### src/rtl/apb_reg_bank_pkg.sv
// Shared definitions for the APB register bank: register offsets, FSM states,
// interrupt bit positions and the byte-lane merge helper.
// No logic of its own; imported by apb_reg_bank and apb_reg_bank_cnt users.
package apb_reg_bank_pkg;

   // Register byte offsets; addr[1:0] is ignored by the decoder
   localparam logic [31:0] OFF_CTRL     = 32'h000;
   localparam logic [31:0] OFF_SCRATCH  = 32'h004;
   localparam logic [31:0] OFF_INT_STAT = 32'h008;
   localparam logic [31:0] OFF_INT_EN   = 32'h00C;
   localparam logic [31:0] OFF_COUNTER  = 32'h010;
   localparam logic [31:0] OFF_ID       = 32'h014;

   // INT_STAT / INT_EN bit positions
   localparam int INT_WRAP_BIT = 0;
   localparam int INT_EVT_BIT  = 1;

   typedef enum logic [1:0] {
      IDLE = 2'd0,
      BUSY = 2'd1,
      RESP = 2'd2
   } state_e;

   // Replace only the byte lanes whose enable is set
   function automatic logic [31:0] merge_bytes(input logic [31:0] cur,
                                               input logic [31:0] wd,
                                               input logic [3:0]  be);
      logic [31:0] res;
      res = cur;
      for (int i = 0; i < 4; i++) begin
         if (be[i]) res[8*i +: 8] = wd[8*i +: 8];
      end
      return res;
   endfunction

endpackage

### src/rtl/apb_reg_bank_cnt.sv
// 32-bit free-running counter with enable, synchronous clear and wrap pulse.
// Latency: clear/increment land on the next pclk edge; wrap_o is high in the wrap cycle.
// Backpressure: none; en_i simply gates counting, clr_i beats en_i.
module apb_reg_bank_cnt (
   input  logic        pclk,
   input  logic        prst_n,
   input  logic        en_i,
   input  logic        clr_i,
   output logic [31:0] cnt_o,
   output logic        wrap_o
);

   logic [31:0] cnt_q;
   logic [31:0] cnt_d;

   // Clear has priority; the increment wraps naturally through 32 bits
   always_comb begin
      cnt_d = cnt_q;
      if (clr_i)     cnt_d = '0;
      else if (en_i) cnt_d = cnt_q + 32'd1;
   end

   // Counter state register
   always_ff @(posedge pclk or negedge prst_n) begin
      if (!prst_n) cnt_q <= '0;
      else         cnt_q <= cnt_d;
   end

   assign cnt_o  = cnt_q;
   assign wrap_o = en_i & ~clr_i & (cnt_q == 32'hFFFF_FFFF);

endmodule

### src/rtl/apb_reg_bank.sv
// Register bank behind the APB slave: CTRL, SCRATCH, INT_STAT/INT_EN, COUNTER, ID; drives irq.
// Latency: request seen in cycle N -> ready in cycle N+2+WAIT_CYCLES; writes commit as RESP ends.
// Backpressure: rd/wr are held until the one-cycle ready; APB_REG_BANK_COUNTER_EN adds the counter.
module apb_reg_bank #(
   parameter int          ADDR_WIDTH  = 12,
   parameter int          DATA_WIDTH  = 32,
   parameter int          WAIT_CYCLES = 1,
   parameter logic [27:0] ID_VALUE    = 28'h0A5B001
) (
   input  logic                  pclk,
   input  logic                  prst_n,
   input  logic [ADDR_WIDTH-1:0] addr,
   input  logic                  rd,
   input  logic                  wr,
   input  logic [3:0]            strb,
   input  logic [DATA_WIDTH-1:0] wdata,
   input  logic [3:0]            ecorevnum,
   input  logic                  event_in,
   output logic [DATA_WIDTH-1:0] rdata,
   output logic                  ready,
   output logic                  slverr,
   output logic                  irq,
   output logic [DATA_WIDTH-1:0] ctrl_out
);
   import apb_reg_bank_pkg::*;

`ifdef APB_REG_BANK_COUNTER_EN
   localparam logic [1:0] INT_MASK = 2'b11;
`else
   localparam logic [1:0] INT_MASK = 2'b10;
`endif

   state_e                state_q, state_d;
   logic [3:0]            wcnt_q, wcnt_d;
   logic [ADDR_WIDTH-3:0] addr_q;
   logic [DATA_WIDTH-1:0] wdata_q;
   logic [3:0]            strb_q;
   logic                  rd_q, wr_q;
   logic [DATA_WIDTH-1:0] rdata_q;
   logic                  slverr_q;
   logic                  irq_q;
   logic [31:0]           ctrl_q, ctrl_d;
   logic [31:0]           scratch_q, scratch_d;
   logic [1:0]            int_stat_q, int_stat_d;
   logic [1:0]            int_en_q, int_en_d;
   logic [1:0]            int_set;

   logic [ADDR_WIDTH-1:0] addr_al;
   logic                  hit_ctrl, hit_scr, hit_stat, hit_en, hit_cnt, hit_id;
   logic                  start, capture, commit, xfer_err;
   logic [31:0]           rd_val;
   logic                  unused_addr_lsb;

   assign unused_addr_lsb = ^addr[1:0];

   assign start   = (state_q == IDLE) & (rd | wr);
   assign capture = (state_q == BUSY) & (wcnt_q == 4'd0);
   // slverr_q is the captured error flag and is only set during RESP
   assign commit  = (state_q == RESP) & wr_q & ~slverr_q;

   // Decode of the captured, word-aligned address
   assign addr_al  = {addr_q, 2'b00};
   assign hit_ctrl = (addr_al == ADDR_WIDTH'(OFF_CTRL));
   assign hit_scr  = (addr_al == ADDR_WIDTH'(OFF_SCRATCH));
   assign hit_stat = (addr_al == ADDR_WIDTH'(OFF_INT_STAT));
   assign hit_en   = (addr_al == ADDR_WIDTH'(OFF_INT_EN));
   assign hit_id   = (addr_al == ADDR_WIDTH'(OFF_ID));

`ifdef APB_REG_BANK_COUNTER_EN
   logic [31:0] cnt_val;
   logic        cnt_wrap;
   logic        cnt_clr;

   assign hit_cnt = (addr_al == ADDR_WIDTH'(OFF_COUNTER));
   // cnt_clr is a write-1 pulse on CTRL[1]; it never lands in ctrl_q
   assign cnt_clr = commit & hit_ctrl & strb_q[0] & wdata_q[1];

   apb_reg_bank_cnt u_cnt (
      .pclk   (pclk),
      .prst_n (prst_n),
      .en_i   (ctrl_q[0]),
      .clr_i  (cnt_clr),
      .cnt_o  (cnt_val),
      .wrap_o (cnt_wrap)
   );

   assign int_set = {event_in, cnt_wrap};
`else
   assign hit_cnt = 1'b0;
   assign int_set = {event_in, 1'b0};
`endif

   // Bad address, write to a read-only register, or rd and wr together
   assign xfer_err = (rd_q & wr_q)
                   | ~(hit_ctrl | hit_scr | hit_stat | hit_en | hit_cnt | hit_id)
                   | (wr_q & (hit_cnt | hit_id));

   // Read mux over the captured address
   always_comb begin
      rd_val = '0;
      if (hit_ctrl) rd_val = ctrl_q;
      if (hit_scr)  rd_val = scratch_q;
      if (hit_stat) rd_val = {30'd0, int_stat_q};
      if (hit_en)   rd_val = {30'd0, int_en_q};
      if (hit_id)   rd_val = {ID_VALUE, ecorevnum};
`ifdef APB_REG_BANK_COUNTER_EN
      if (hit_cnt)  rd_val = cnt_val;
`endif
   end

   // FSM next state: IDLE -> BUSY (wait states) -> RESP -> IDLE
   always_comb begin
      state_d = state_q;
      wcnt_d  = wcnt_q;
      unique case (state_q)
         IDLE: begin
            if (rd | wr) begin
               state_d = BUSY;
               wcnt_d  = 4'(WAIT_CYCLES);
            end
         end
         BUSY: begin
            if (wcnt_q == 4'd0) state_d = RESP;
            else                wcnt_d  = wcnt_q - 4'd1;
         end
         RESP:    state_d = IDLE;
         default: state_d = IDLE;
      endcase
   end

   // FSM state and wait-state counter
   always_ff @(posedge pclk or negedge prst_n) begin
      if (!prst_n) begin
         state_q <= IDLE;
         wcnt_q  <= '0;
      end else begin
         state_q <= state_d;
         wcnt_q  <= wcnt_d;
      end
   end

   // Request capture in IDLE; later changes on the bus are ignored
   always_ff @(posedge pclk or negedge prst_n) begin
      if (!prst_n) begin
         addr_q  <= '0;
         wdata_q <= '0;
         strb_q  <= '0;
         rd_q    <= 1'b0;
         wr_q    <= 1'b0;
      end else if (start) begin
         addr_q  <= addr[ADDR_WIDTH-1:2];
         wdata_q <= wdata;
         strb_q  <= strb;
         rd_q    <= rd;
         wr_q    <= wr;
      end
   end

   // Response capture on BUSY->RESP; rdata holds until the next capture
   always_ff @(posedge pclk or negedge prst_n) begin
      if (!prst_n) begin
         rdata_q  <= '0;
         slverr_q <= 1'b0;
      end else if (capture) begin
         rdata_q  <= xfer_err ? '0 : rd_val;
         slverr_q <= xfer_err;
      end else if (state_q == RESP) begin
         slverr_q <= 1'b0;
      end
   end

   // Register next state; hardware interrupt set is applied after W1C so set wins
   always_comb begin
      ctrl_d     = ctrl_q;
      scratch_d  = scratch_q;
      int_en_d   = int_en_q;
      int_stat_d = int_stat_q;
      if (commit & hit_ctrl) ctrl_d    = merge_bytes(ctrl_q, wdata_q, strb_q);
      if (commit & hit_scr)  scratch_d = merge_bytes(scratch_q, wdata_q, strb_q);
      if (commit & hit_en & strb_q[0])   int_en_d   = wdata_q[1:0] & INT_MASK;
      if (commit & hit_stat & strb_q[0]) int_stat_d = int_stat_q & ~wdata_q[1:0];
      int_stat_d = (int_stat_d | int_set) & INT_MASK;
`ifdef APB_REG_BANK_COUNTER_EN
      ctrl_d[1] = 1'b0;
`endif
   end

   // Register file and registered interrupt output
   always_ff @(posedge pclk or negedge prst_n) begin
      if (!prst_n) begin
         ctrl_q     <= '0;
         scratch_q  <= '0;
         int_stat_q <= '0;
         int_en_q   <= '0;
         irq_q      <= 1'b0;
      end else begin
         ctrl_q     <= ctrl_d;
         scratch_q  <= scratch_d;
         int_stat_q <= int_stat_d;
         int_en_q   <= int_en_d;
         irq_q      <= |(int_stat_q & int_en_q);
      end
   end

   assign ready    = (state_q == RESP);
   assign rdata    = rdata_q;
   assign slverr   = slverr_q;
   assign irq      = irq_q;
   assign ctrl_out = ctrl_q;

endmodule

### config.mk
export PLATFORM = sky130hd
export DESIGN_NAME = apb_reg_bank
export DESIGN_NICKNAME = d
export VERILOG_FILES = /design/src/rtl/apb_reg_bank_pkg.sv /design/src/rtl/apb_reg_bank_cnt.sv /design/src/rtl/apb_reg_bank.sv
export SDC_FILE = /design/constraint.sdc
export NUM_CORES = 1
export LEC_CHECK = 0
export BUFFER_PORTS_ARGS = -buffer_cell sky130_fd_sc_hd__buf_2
export CORE_ASPECT_RATIO = 0.6
export CORE_MARGIN = 2
export CORE_UTILIZATION = 55
export CTS_CLUSTER_DIAMETER = 150
export DETAILED_ROUTE_END_ITERATION = 16
export PLACE_DENSITY = 0.79
export SLEW_MARGIN = 20
export SYNTH_ARGS = -nofsm -noshare
export SYNTH_HDL_FRONTEND = slang
export SYNTH_SLANG_ARGS = --single-unit
### constraint.sdc
create_clock -name pclk -period 4 [get_ports pclk]
set_input_delay 0.4 -clock pclk [delete_from_list [all_inputs] [get_ports pclk]]
set_output_delay 0.4 -clock pclk [all_outputs]
set_load 0.02 [all_outputs]
==> results of run 1 <==
==> state kept, by name, indices dropped and copies added (netlist names) <==
register and count:
ctrl_out 32, slverr 1, strb_q 4, int_en_q 1, wcnt_q 4, irq 1, wr_q 1, rd_q 1
state_q 2, int_stat_q 1, scratch_q 32, wdata_q 32, addr_q 10, rdata 32
==> per-layer routing <==
metal	part of all wire [%]	global-route usage, %	vias to the layer above
met3	6.4	7.14	28
met2	46	37.7	129
met4	1.6	8.03	4
met5	0.14	0	-
met1	46	32.4	2113
li1	-	-	1905
==> power by group through the flow <==
stage	Sequential [uW]	Combinational, uW	Clock (uW)
final	2200	1010	1680
after global routing	2250	1100	1770
after detailed placement	2220	1010	0
after CTS	2190	1020	1700
after global placement	2190	973	0
after floorplan	2070	846	0
==> area by class of cell <==
| cell class | instances | area (um^2) |
|---|---|---|
| fillers | 902 | 3870 |
| flip-flops and latches | 154 | 3850 |
| multi-input cells | 283 | 2720 |
| repair buffers | 127 | 657 |
| clock inverters | 15 | 186 |
| well taps | 165 | 206 |
| clock buffers | 17 | 425 |
| diodes | 1 | 2.50 |
| inverters | 5 | 18.8 |
==> cell families (layout without fill, tap and decap cells) <==
kind of cell    count (synthesis)  in the layout  share of synthesized area [%]
simple gates                   83             83                           8.22
other cells                     0              1                              0
flops                         154            154                           57.6
fa+ha+maj                       2              2                          0.374
buf+inv                        27            164                           1.80
mux                           144            144                           27.4
compound gates                 52             52                           4.30
xor+xnor                        2              2                          0.262
==> critical path, delay by kind of cell (launching register included) <==
family | cells | cell delay, ns
AO/OA/AOI/OAI | 1 | 0.44
adder cells (fa/ha/maj) | 1 | 0.17
buffers and inverters | 2 | 0.38
flip-flops | 1 | 0.38
AND/OR/NAND/NOR | 3 | 1.69
==> Yosys cell counts, drive strengths merged <==
cell    instances  area, um^2
mux2          121        1600
nor4b           1        23.8
and2            3        18.8
nand3b          6        95.1
nor3b           1        7.51
or2             1        6.26
o21a            1        7.51
and3            1        6.26
ha              2        25.0
clkbuf         17        63.8
nor4            3        40.0
a32o            1        10.0
a21oi          10        50.1
or4             1        11.3
o22ai           1        6.26
or3b            1        8.76
o31ai           4        30.0
nor2            8        30.0
xnor2           2        17.5
mux2i          23         230
a31oi           3        18.8
inv             5        18.8
nand2b          2        12.5
nor3            3        15.0
buf             5        37.5
dfrtp         154        3850
o21ai          30         150
nand2          39         146
nor2b           3        18.8
or3             1        6.26
or4bb           1        11.3
a21o            2        15.0
nand3           7        85.1
nand4           1        6.26
==> metrics by stage <==
step	hold WS [ns]	setup slack, ns	utilization [%]
finish	0.0557	0.807	67.6
global route	0.130	0.487	67.6
CTS	0.0773	0.738	67.6
detailed placement	0.466	0.801	62.5
global placement	0.460	1.03	62.5
floorplan	0.104	1.86	-
==> placed cells by master (no fill, tap or decap), types with 2 or more instances in the layout <==
cell type | synthesis | final
a21o_1 | 2 | 2
a21oi_1 | 10 | 10
a31oi_1 | 3 | 3
and2_1 | 3 | 3
buf_2 | 3 | 120
buf_4 | 0 | 6
bufinv_16 | 0 | 3
clkbuf_16 | 0 | 17
clkinv_2 | 0 | 2
clkinv_4 | 0 | 2
dfrtp_1 | 154 | 153
ha_1 | 2 | 2
inv_1 | 5 | 5
inv_6 | 0 | 7
mux2_2 | 57 | 57
mux2_4 | 64 | 64
mux2i_1 | 23 | 23
nand2_1 | 39 | 39
nand2b_1 | 2 | 2
nand3_1 | 3 | 3
nand3_4 | 4 | 4
nand3b_1 | 2 | 2
nand3b_4 | 4 | 4
nor2_1 | 8 | 8
nor2b_1 | 3 | 3
nor3_1 | 3 | 3
o21ai_0 | 25 | 25
o21ai_1 | 5 | 4
o31ai_1 | 4 | 4
xnor2_1 | 2 | 2
==> path summary, 6_finish.rpt <==
| check | from | endpoint | slack, ns | cells after the start |
|---|---|---|---|---|
| max reg2reg | wcnt_q[0]$_DFFE_PN0P_ | rdata[21]$_DFFE_PN0P_ | 0.81 | 7 |
| min reg2reg | rdata[3]$_DFFE_PN0P_ | rdata[3]$_DFFE_PN0P_ | 0.48 | 2 |
| min | prst_n | addr_q[3]$_DFFE_PN0P_ | 0.06 | 1 |
| min in group pclk | event_in | int_stat_q[1]$_DFF_PN0_ | 0.17 | 2 |
| max | wcnt_q[0]$_DFFE_PN0P_ | rdata[21]$_DFFE_PN0P_ | 0.81 | 7 |
| max in group asynchronous | prst_n | rdata[17]$_DFFE_PN0P_ | 2.97 | 2 |
==> insert_results.sql, run 1 <==
INSERT INTO impl_metrics (metric_group, metric, value, unit) VALUES
('run_status', 'outcome', 'finished clean', ''),
('sta', 'finalSetupViolCount', '0', ''),
('clocking', 'clk_pin_slew_worst_paths', '0.06', 'ns'),
('detailed_routing', 'drt-initial-drc-count', '215', ''),
('sta', 'fin_skew', '0.0111', 'ns'),
('power', 'p_total', '4880', 'uW'),
('clocking', 'quantity_of_gates_resized_following_cts', '0', ''),
('layout', 'syn_to_final_growth', '20.8', '%'),
('logic_synthesis', 'post_synth.cell_area_avg', '14.4', 'um^2'),
('detailed_routing', 'drc', '0', ''),
('global_routing', 'number_of_global_route_vias_before_repair', '4413', ''),
('power', 'clock_power_share', '34.4', '%'),
('setup_path', 'cp_max_fo', '33', ''),
('clocking', 'cts_inserted_buffers', '17', ''),
('setup_path', 'critical_path_data_required_time', '4.31', 'ns'),
('sta', 'timing.max_slew.rel_slack', '30.8', '%'),
('floorplan', 'die-width', '146', 'um'),
('clocking', 'cts_tree', 'yes', ''),
('floorplan', 'row_count', '31', ''),
('global_routing', 'pin_count_of_the_biggest_net_entering_global_routing', '92', ''),
('setup_path', 'critical_path.slowest_cell', 'nand3_1', ''),
('sta', 'grt_setup_unrepaired', 'false', ''),
('clocking', 'cts_hold_buffers', '0', ''),
('sta', 'fin_max_slew_vios', '0', ''),
('logic_synthesis', 'synth_cells', '464', ''),
('layout', 'finalNonFillerCells', '767', ''),
('clocking', 'ctsHtreeMaxLevel', '4', ''),
('floorplan', 'floorplan.initialDensity', '56.0', '%'),
('placed_design', 'placement.cell_area', '7460', 'um^2'),
('sta', 'layout_worst_path_cycle_share', '79.8', '%'),
('logic_synthesis', 'yosys.cell_types.count', '41', ''),
('placed_design', 'port-buffer-count', '121', ''),
('power', 'power.share.sequential', '45.0', '%'),
('sta', 'finalHoldViolations', '0', ''),
('clocking', 'clkLatencyLatePin', '0.42', 'ns'),
('floorplan', 'placeableCoreArea', '11900', 'um^2'),
('floorplan', 'fp.dieH', '89.4', 'um'),
('power', 'switching_part_of_the_total_power', '30.8', '%'),
('setup_path', 'worstPathCellList', 'inv_1 -> ha_1 -> or3b_1 -> or2_2 -> inv_1 -> nand3_1 -> o21ai_0', ''),
('detailed_routing', 'drt_pre_antenna_iters', '4', ''),
('floorplan', 'overall_die_area', '13100', 'um^2'),
('placed_design', 'dp_hpwl', '9540', 'um'),
('worst_hold_path', 'min_path_type', 'input pin to async pin', ''),
('sta', 'highest_achievable_clock_rate', '313', 'MHz'),
('clocking', 'cts_post_setup_buffers_inserted', '0', ''),
('global_routing', 'gr-total-overflow', '0', ''),
('setup_path', 'path_class', 'flop to flop', ''),
('floorplan', 'top_level_ports', '124', ''),
('sta', 'fin_crit', '3.19', 'ns'),
('setup_path', 'timing.critical_path.to_type', 'flop', ''),
('power', 'power_frac_comb', '20.6', '%'),
('setup_path', 'cp-start-kind', 'flop', ''),
('logic_synthesis', 'seq_area_frac_synth', '57.6', '%'),
('detailed_routing', 'totalWireLength', '14500', 'um'),
('setup_path', 'critical_path.most_common_cell', 'inv_1', ''),
('logic_synthesis', 'synth.ff_latch_count', '154', ''),
('power', 'p_int', '3380', 'uW'),
('clocking', 'cts-root-buf', 'clkbuf_16', ''),
('clocking', 'cts_sinks', '154', ''),
('power', 'cellLeakagePower', '0.00424', 'uW'),
('logic_synthesis', 'synthesis.area', '6690', 'um^2'),
('logic_synthesis', 'ys.warnings.count', '0', ''),
('global_routing', 'number_of_antenna_violations_at_the_first_check_in_global_routing', '3', ''),
('global_routing', 'grt_use_total', '23.9', '%'),
('power', 'power_switching', '1500', 'uW'),
('setup_path', 'cpPeakStageDelay', '0.70', 'ns'),
('layout', 'design_area', '8080', 'um^2'),
('layout', 'finish.net_count', '647', ''),
('global_routing', 'grt_first_pass_wirelength', '23700', 'um'),
('setup_path', 'cp.arrival', '3.50', 'ns'),
('sta', 'timing_worst_slew_pin_value', '1.03', 'ns'),
('detailed_routing', 'via_per_inst', '5.45', ''),
('placed_design', 'final_estimated_routing_congestion_in_global_placement', '0.783', ''),
('sta', 'fin_tns_setup', '0', 'ns'),
('logic_synthesis', 'postSynthNetCount', '523', ''),
('placed_design', 'placed_cells', '734', ''),
('power', 'powerDensity', '605', 'nW/um^2'),
('detailed_routing', 'route.vias.total', '4179', ''),
('detailed_routing', 'antenna_violation_net_count_after_detailed_routing', '0', ''),
('detailed_routing', 'wl_per_cell', '18.9', 'um'),
('run', 'max_cap_violations', '0', ''),
('clocking', 'clock_path_buffers', '2', ''),
('layout', 'layout-drive-gt1-share', '49.1', '%'),
('power', 'ir_worst_vdd', '0.354', 'mV');
No activity file was read; power rests on OpenSTA's default activity.
==> run 2, diff against run 1 <==
--- a/config.mk
+++ b/config.mk
@@ -8,10 +8,10 @@
 export BUFFER_PORTS_ARGS = -buffer_cell sky130_fd_sc_hd__buf_2
 export CORE_ASPECT_RATIO = 0.6
 export CORE_MARGIN = 2
-export CORE_UTILIZATION = 55
+export CORE_UTILIZATION = 50
 export CTS_CLUSTER_DIAMETER = 150
 export DETAILED_ROUTE_END_ITERATION = 16
-export PLACE_DENSITY = 0.79
+export PLACE_DENSITY = 0.76
 export SLEW_MARGIN = 20
 export SYNTH_ARGS = -nofsm -noshare
 export SYNTH_HDL_FRONTEND = slang
==> constraint.sdc (replaced) <==
create_clock -name pclk -period 2.8 [get_ports pclk]
set_input_delay 0.28 -clock pclk [delete_from_list [all_inputs] [get_ports pclk]]
set_output_delay 0.28 -clock pclk [all_outputs]
set_load 0.02 [all_outputs]
==> insert_results.sql, run 2 (synthesis results as in run 1) <==
INSERT INTO impl_metrics (metric_group, metric, value, unit) VALUES
('placed_design', 'dp_hpwl', '9870', 'um'),
('setup_path', 'worstPathCellList', 'inv_1 -> ha_1 -> or3b_1 -> or2_2 -> inv_1 -> nand4_1 -> buf_4 -> o21ai_0', ''),
('floorplan', 'top_level_ports', '124', ''),
('worst_hold_path', 'whs_path_depth', '2', ''),
('sta', 'fin_max_slew_vios', '0', ''),
('run', 'max_cap_violations', '0', ''),
('power', 'powerDensity', '858', 'nW/um^2'),
('global_routing', 'number_of_antenna_violations_at_the_first_check_in_global_routing', '2', ''),
('placed_design', 'placement.cell_area', '7540', 'um^2'),
('power', 'power.share.sequential', '44.5', '%'),
('setup_path', 'path_class', 'flop to flop', ''),
('worst_hold_path', 'timing.hold.worst_endpoint', 'int_stat_q[1]$_DFF_PN0_', ''),
('floorplan', 'placeableCoreArea', '12900', 'um^2'),
('global_routing', 'grt_use_total', '21.9', '%'),
('layout', 'finish.net_count', '653', ''),
('sta', 'fin_crit', '2.38', 'ns'),
('global_routing', 'groute.layer.met2.usage', '33.4', '%'),
('sta', 'highest_achievable_clock_rate', '420', 'MHz'),
('detailed_routing', 'wl_per_cell', '18.9', 'um'),
('detailed_routing', 'antenna_violation_net_count_after_detailed_routing', '0', ''),
('clocking', 'cts_inserted_buffers', '17', ''),
('layout', 'most_frequent_cells_in_the_layout', 'dfrtp_1 (153), buf_2 (120), mux2_4 (64)', ''),
('setup_path', 'critical_path.most_common_cell', 'inv_1', ''),
('worst_hold_path', 'hold_path.startpoint', 'event_in', ''),
('setup_path', 'reg2reg_setup_slack', '0.42', 'ns'),
('global_routing', 'pin_count_of_the_biggest_net_entering_global_routing', '67', ''),
('global_routing', 'grt_util_met3', '6.26', '%'),
('clocking', 'cts_tree', 'yes', ''),
('setup_path', 'reg2reg_depth', '8', ''),
('layout', 'num_antenna_cells', '0', ''),
('layout', 'syn_to_final_growth', '22.0', '%'),
('global_routing', 'grt_first_pass_wirelength', '24300', 'um'),
('layout', 'most_common_cell_after_layout_fill_and_taps_aside', 'dfrtp_1', ''),
('power', 'cellLeakagePower', '0.00428', 'uW'),
('clocking', 'cts_sinks', '154', ''),
('power', 'p_int', '4860', 'uW'),
('detailed_routing', 'drt_pre_antenna_iters', '5', ''),
('floorplan', 'overall_die_area', '14300', 'um^2'),
('power', 'switching_part_of_the_total_power', '30.5', '%'),
('layout', 'design_area', '8160', 'um^2'),
('floorplan', 'fp.dieH', '93.6', 'um'),
('setup_path', 'cp.arrival', '2.69', 'ns'),
('setup_path', 'worst_r2r_endpoint', 'rdata[27]$_DFFE_PN0P_', ''),
('detailed_routing', 'totalWireLength', '14700', 'um'),
('sta', 'timing.max_slew.rel_slack', '49.5', '%'),
('run_status', 'outcome', 'finished clean', ''),
('setup_path', 'setup.worst_path.start', 'wcnt_q[0]$_DFFE_PN0P_', ''),
('power', 'power_switching', '2140', 'uW'),
('setup_path', 'critical_path.slowest_cell', 'or3b_1', ''),
('setup_path', 'cpPeakStageDelay', '0.39', 'ns'),
('sta', 'finalSetupViolCount', '0', ''),
('global_routing', 'grt_use_met1', '31.7', '%'),
('power', 'power_frac_comb', '21.4', '%'),
('global_routing', 'number_of_global_route_vias_before_repair', '4457', ''),
('setup_path', 'critical_path_data_required_time', '3.11', 'ns'),
('sta', 'grt_setup_unrepaired', 'false', ''),
('clocking', 'ctsHtreeMaxLevel', '4', ''),
('sta', 'fin_skew', '0.0134', 'ns'),
('clocking', 'cts-root-buf', 'clkbuf_16', ''),
('layout', 'layout-drive-gt1-share', '49.4', '%'),
('detailed_routing', 'drt-initial-drc-count', '241', ''),
('worst_hold_path', 'min_path_type', 'input pin to flop', ''),
('clocking', 'clk_pin_slew_worst_paths', '0.06', 'ns'),
('detailed_routing', 'drc', '0', ''),
('sta', 'layout_worst_path_cycle_share', '85.0', '%'),
('sta', 'timing_worst_slew_pin_value', '0.755', 'ns'),
('power', 'clock_power_share', '34.0', '%'),
('placed_design', 'final_estimated_routing_congestion_in_global_placement', '0.755', ''),
('layout', 'filler_cell_count', '1002', ''),
('power', 'ir_worst_vdd', '0.399', 'mV'),
('sta', 'finalHoldViolations', '0', ''),
('detailed_routing', 'route.vias.total', '4208', ''),
('setup_path', 'r2r_start', 'wcnt_q[0]$_DFFE_PN0P_', ''),
('setup_path', 'cp_max_fo', '8', ''),
('global_routing', 'gr-total-overflow', '0', ''),
('setup_path', 'cp-start-kind', 'flop', ''),
('setup_path', 'timing.critical_path.to_type', 'flop', ''),
('floorplan', 'row_count', '32', ''),
('clocking', 'cts_post_setup_buffers_inserted', '0', ''),
('clocking', 'clock_path_buffers', '2', ''),
('clocking', 'clkLatencyLatePin', '0.41', 'ns'),
('floorplan', 'floorplan.initialDensity', '51.7', '%'),
('sta', 'fin_tns_setup', '0', 'ns'),
('detailed_routing', 'via_per_inst', '5.42', ''),
('floorplan', 'die-width', '153', 'um'),
('global_routing', 'grt.busiest_layer', 'met2', ''),
('placed_design', 'port-buffer-count', '121', '');
## run 2: cell types whose count changed in the layout (fill, tap and decap cells not counted), sizes merged
cell | before | now
buf | 127 | 132
clkinvlp | 1 | 2
diode | 1 | 0
dlygate4sd3 | 0 | 1
inv | 12 | 11
## run 2: power groups by stage
| stage | Combinational, uW | Clock, uW | Sequential [uW] |
|---|---|---|---|
| floorplan | 1210 | 0 | 2960 |
| global placement | 1410 | 0 | 3110 |
| detailed placement | 1500 | 0 | 3150 |
| CTS | 1510 | 2420 | 3110 |
| global route | 1640 | 2540 | 3180 |
| finish | 1500 | 2380 | 3120 |
## run 2: layout make-up
| cell class | instances | area (um^2) | area share [%] |
|---|---|---|---|
| timing repair buffer | 133 | 737 | 9.03 |
| clock buffer | 17 | 425 | 5.21 |
| multi-input combinational | 283 | 2720 | 33.4 |
| tap | 170 | 213 | 2.61 |
| inverter | 5 | 18.8 | 0.230 |
| clock inverter | 15 | 188 | 2.30 |
| sequential | 154 | 3850 | 47.2 |
## run 2: per-layer routing
metal / share of wire (%) / up-vias
li1: - / 1912
met2: 45 / 115
met1: 49 / 2169
met3: 5.5 / 8
met4: 0.31 / 4
met5: 0.095 / -
## run 2: worst max path at each step
stage / endpoint / depth (start not counted) / slack, ns
final: rdata[27]$_DFFE_PN0P_ / 8 / 0.42
after global routing: rdata[20]$_DFFE_PN0P_ / 8 / 0.25
after CTS: rdata[27]$_DFFE_PN0P_ / 8 / 0.43
after detailed placement: rdata[27]$_DFFE_PN0P_ / 8 / 0.46
after global placement: addr_q[0]$_DFFE_PN0P_ / 4 / 0.50
after floorplan: rdata[3]$_DFFE_PN0P_ / 9 / 0.66
## run 2: what timing repair did
action | 4_1_cts | 5_1_grt
hold endpoints to repair | 58 | 0
hold buffers | 1 | 0
endpoints found under the setup margin | 0 | 0
resized for setup | 0 | 0
## run 2: critical path, delay by kind of cell (launching register included)
family / cells / cell delay (ns)
AO/OA/AOI/OAI: 1 / 0.19
buffers and inverters: 3 / 0.58
flip-flops: 1 / 0.37
adder cells (fa/ha/maj): 1 / 0.15
AND/OR/NAND/NOR: 3 / 0.99
## run 2: stage by stage
step / hold slack [ns] / power (uW) / util (%) / worst slack, ns / std cells
6_report: 0.0939 / 7000 / 63.1 / 0.420 / 777
3_5_place_dp: 0.291 / 4650 / 58.3 / 0.457 / 744
3_3_place_gp: 0.276 / 4520 / 58.1 / 0.502 / 743
2_1_floorplan: -0.0156 / 4170 / - / 0.663 / 464
5_1_grt: 0.0765 / 7360 / 63.1 / 0.249 / 777
4_1_cts: 0.0816 / 7050 / 63.1 / 0.431 / 777
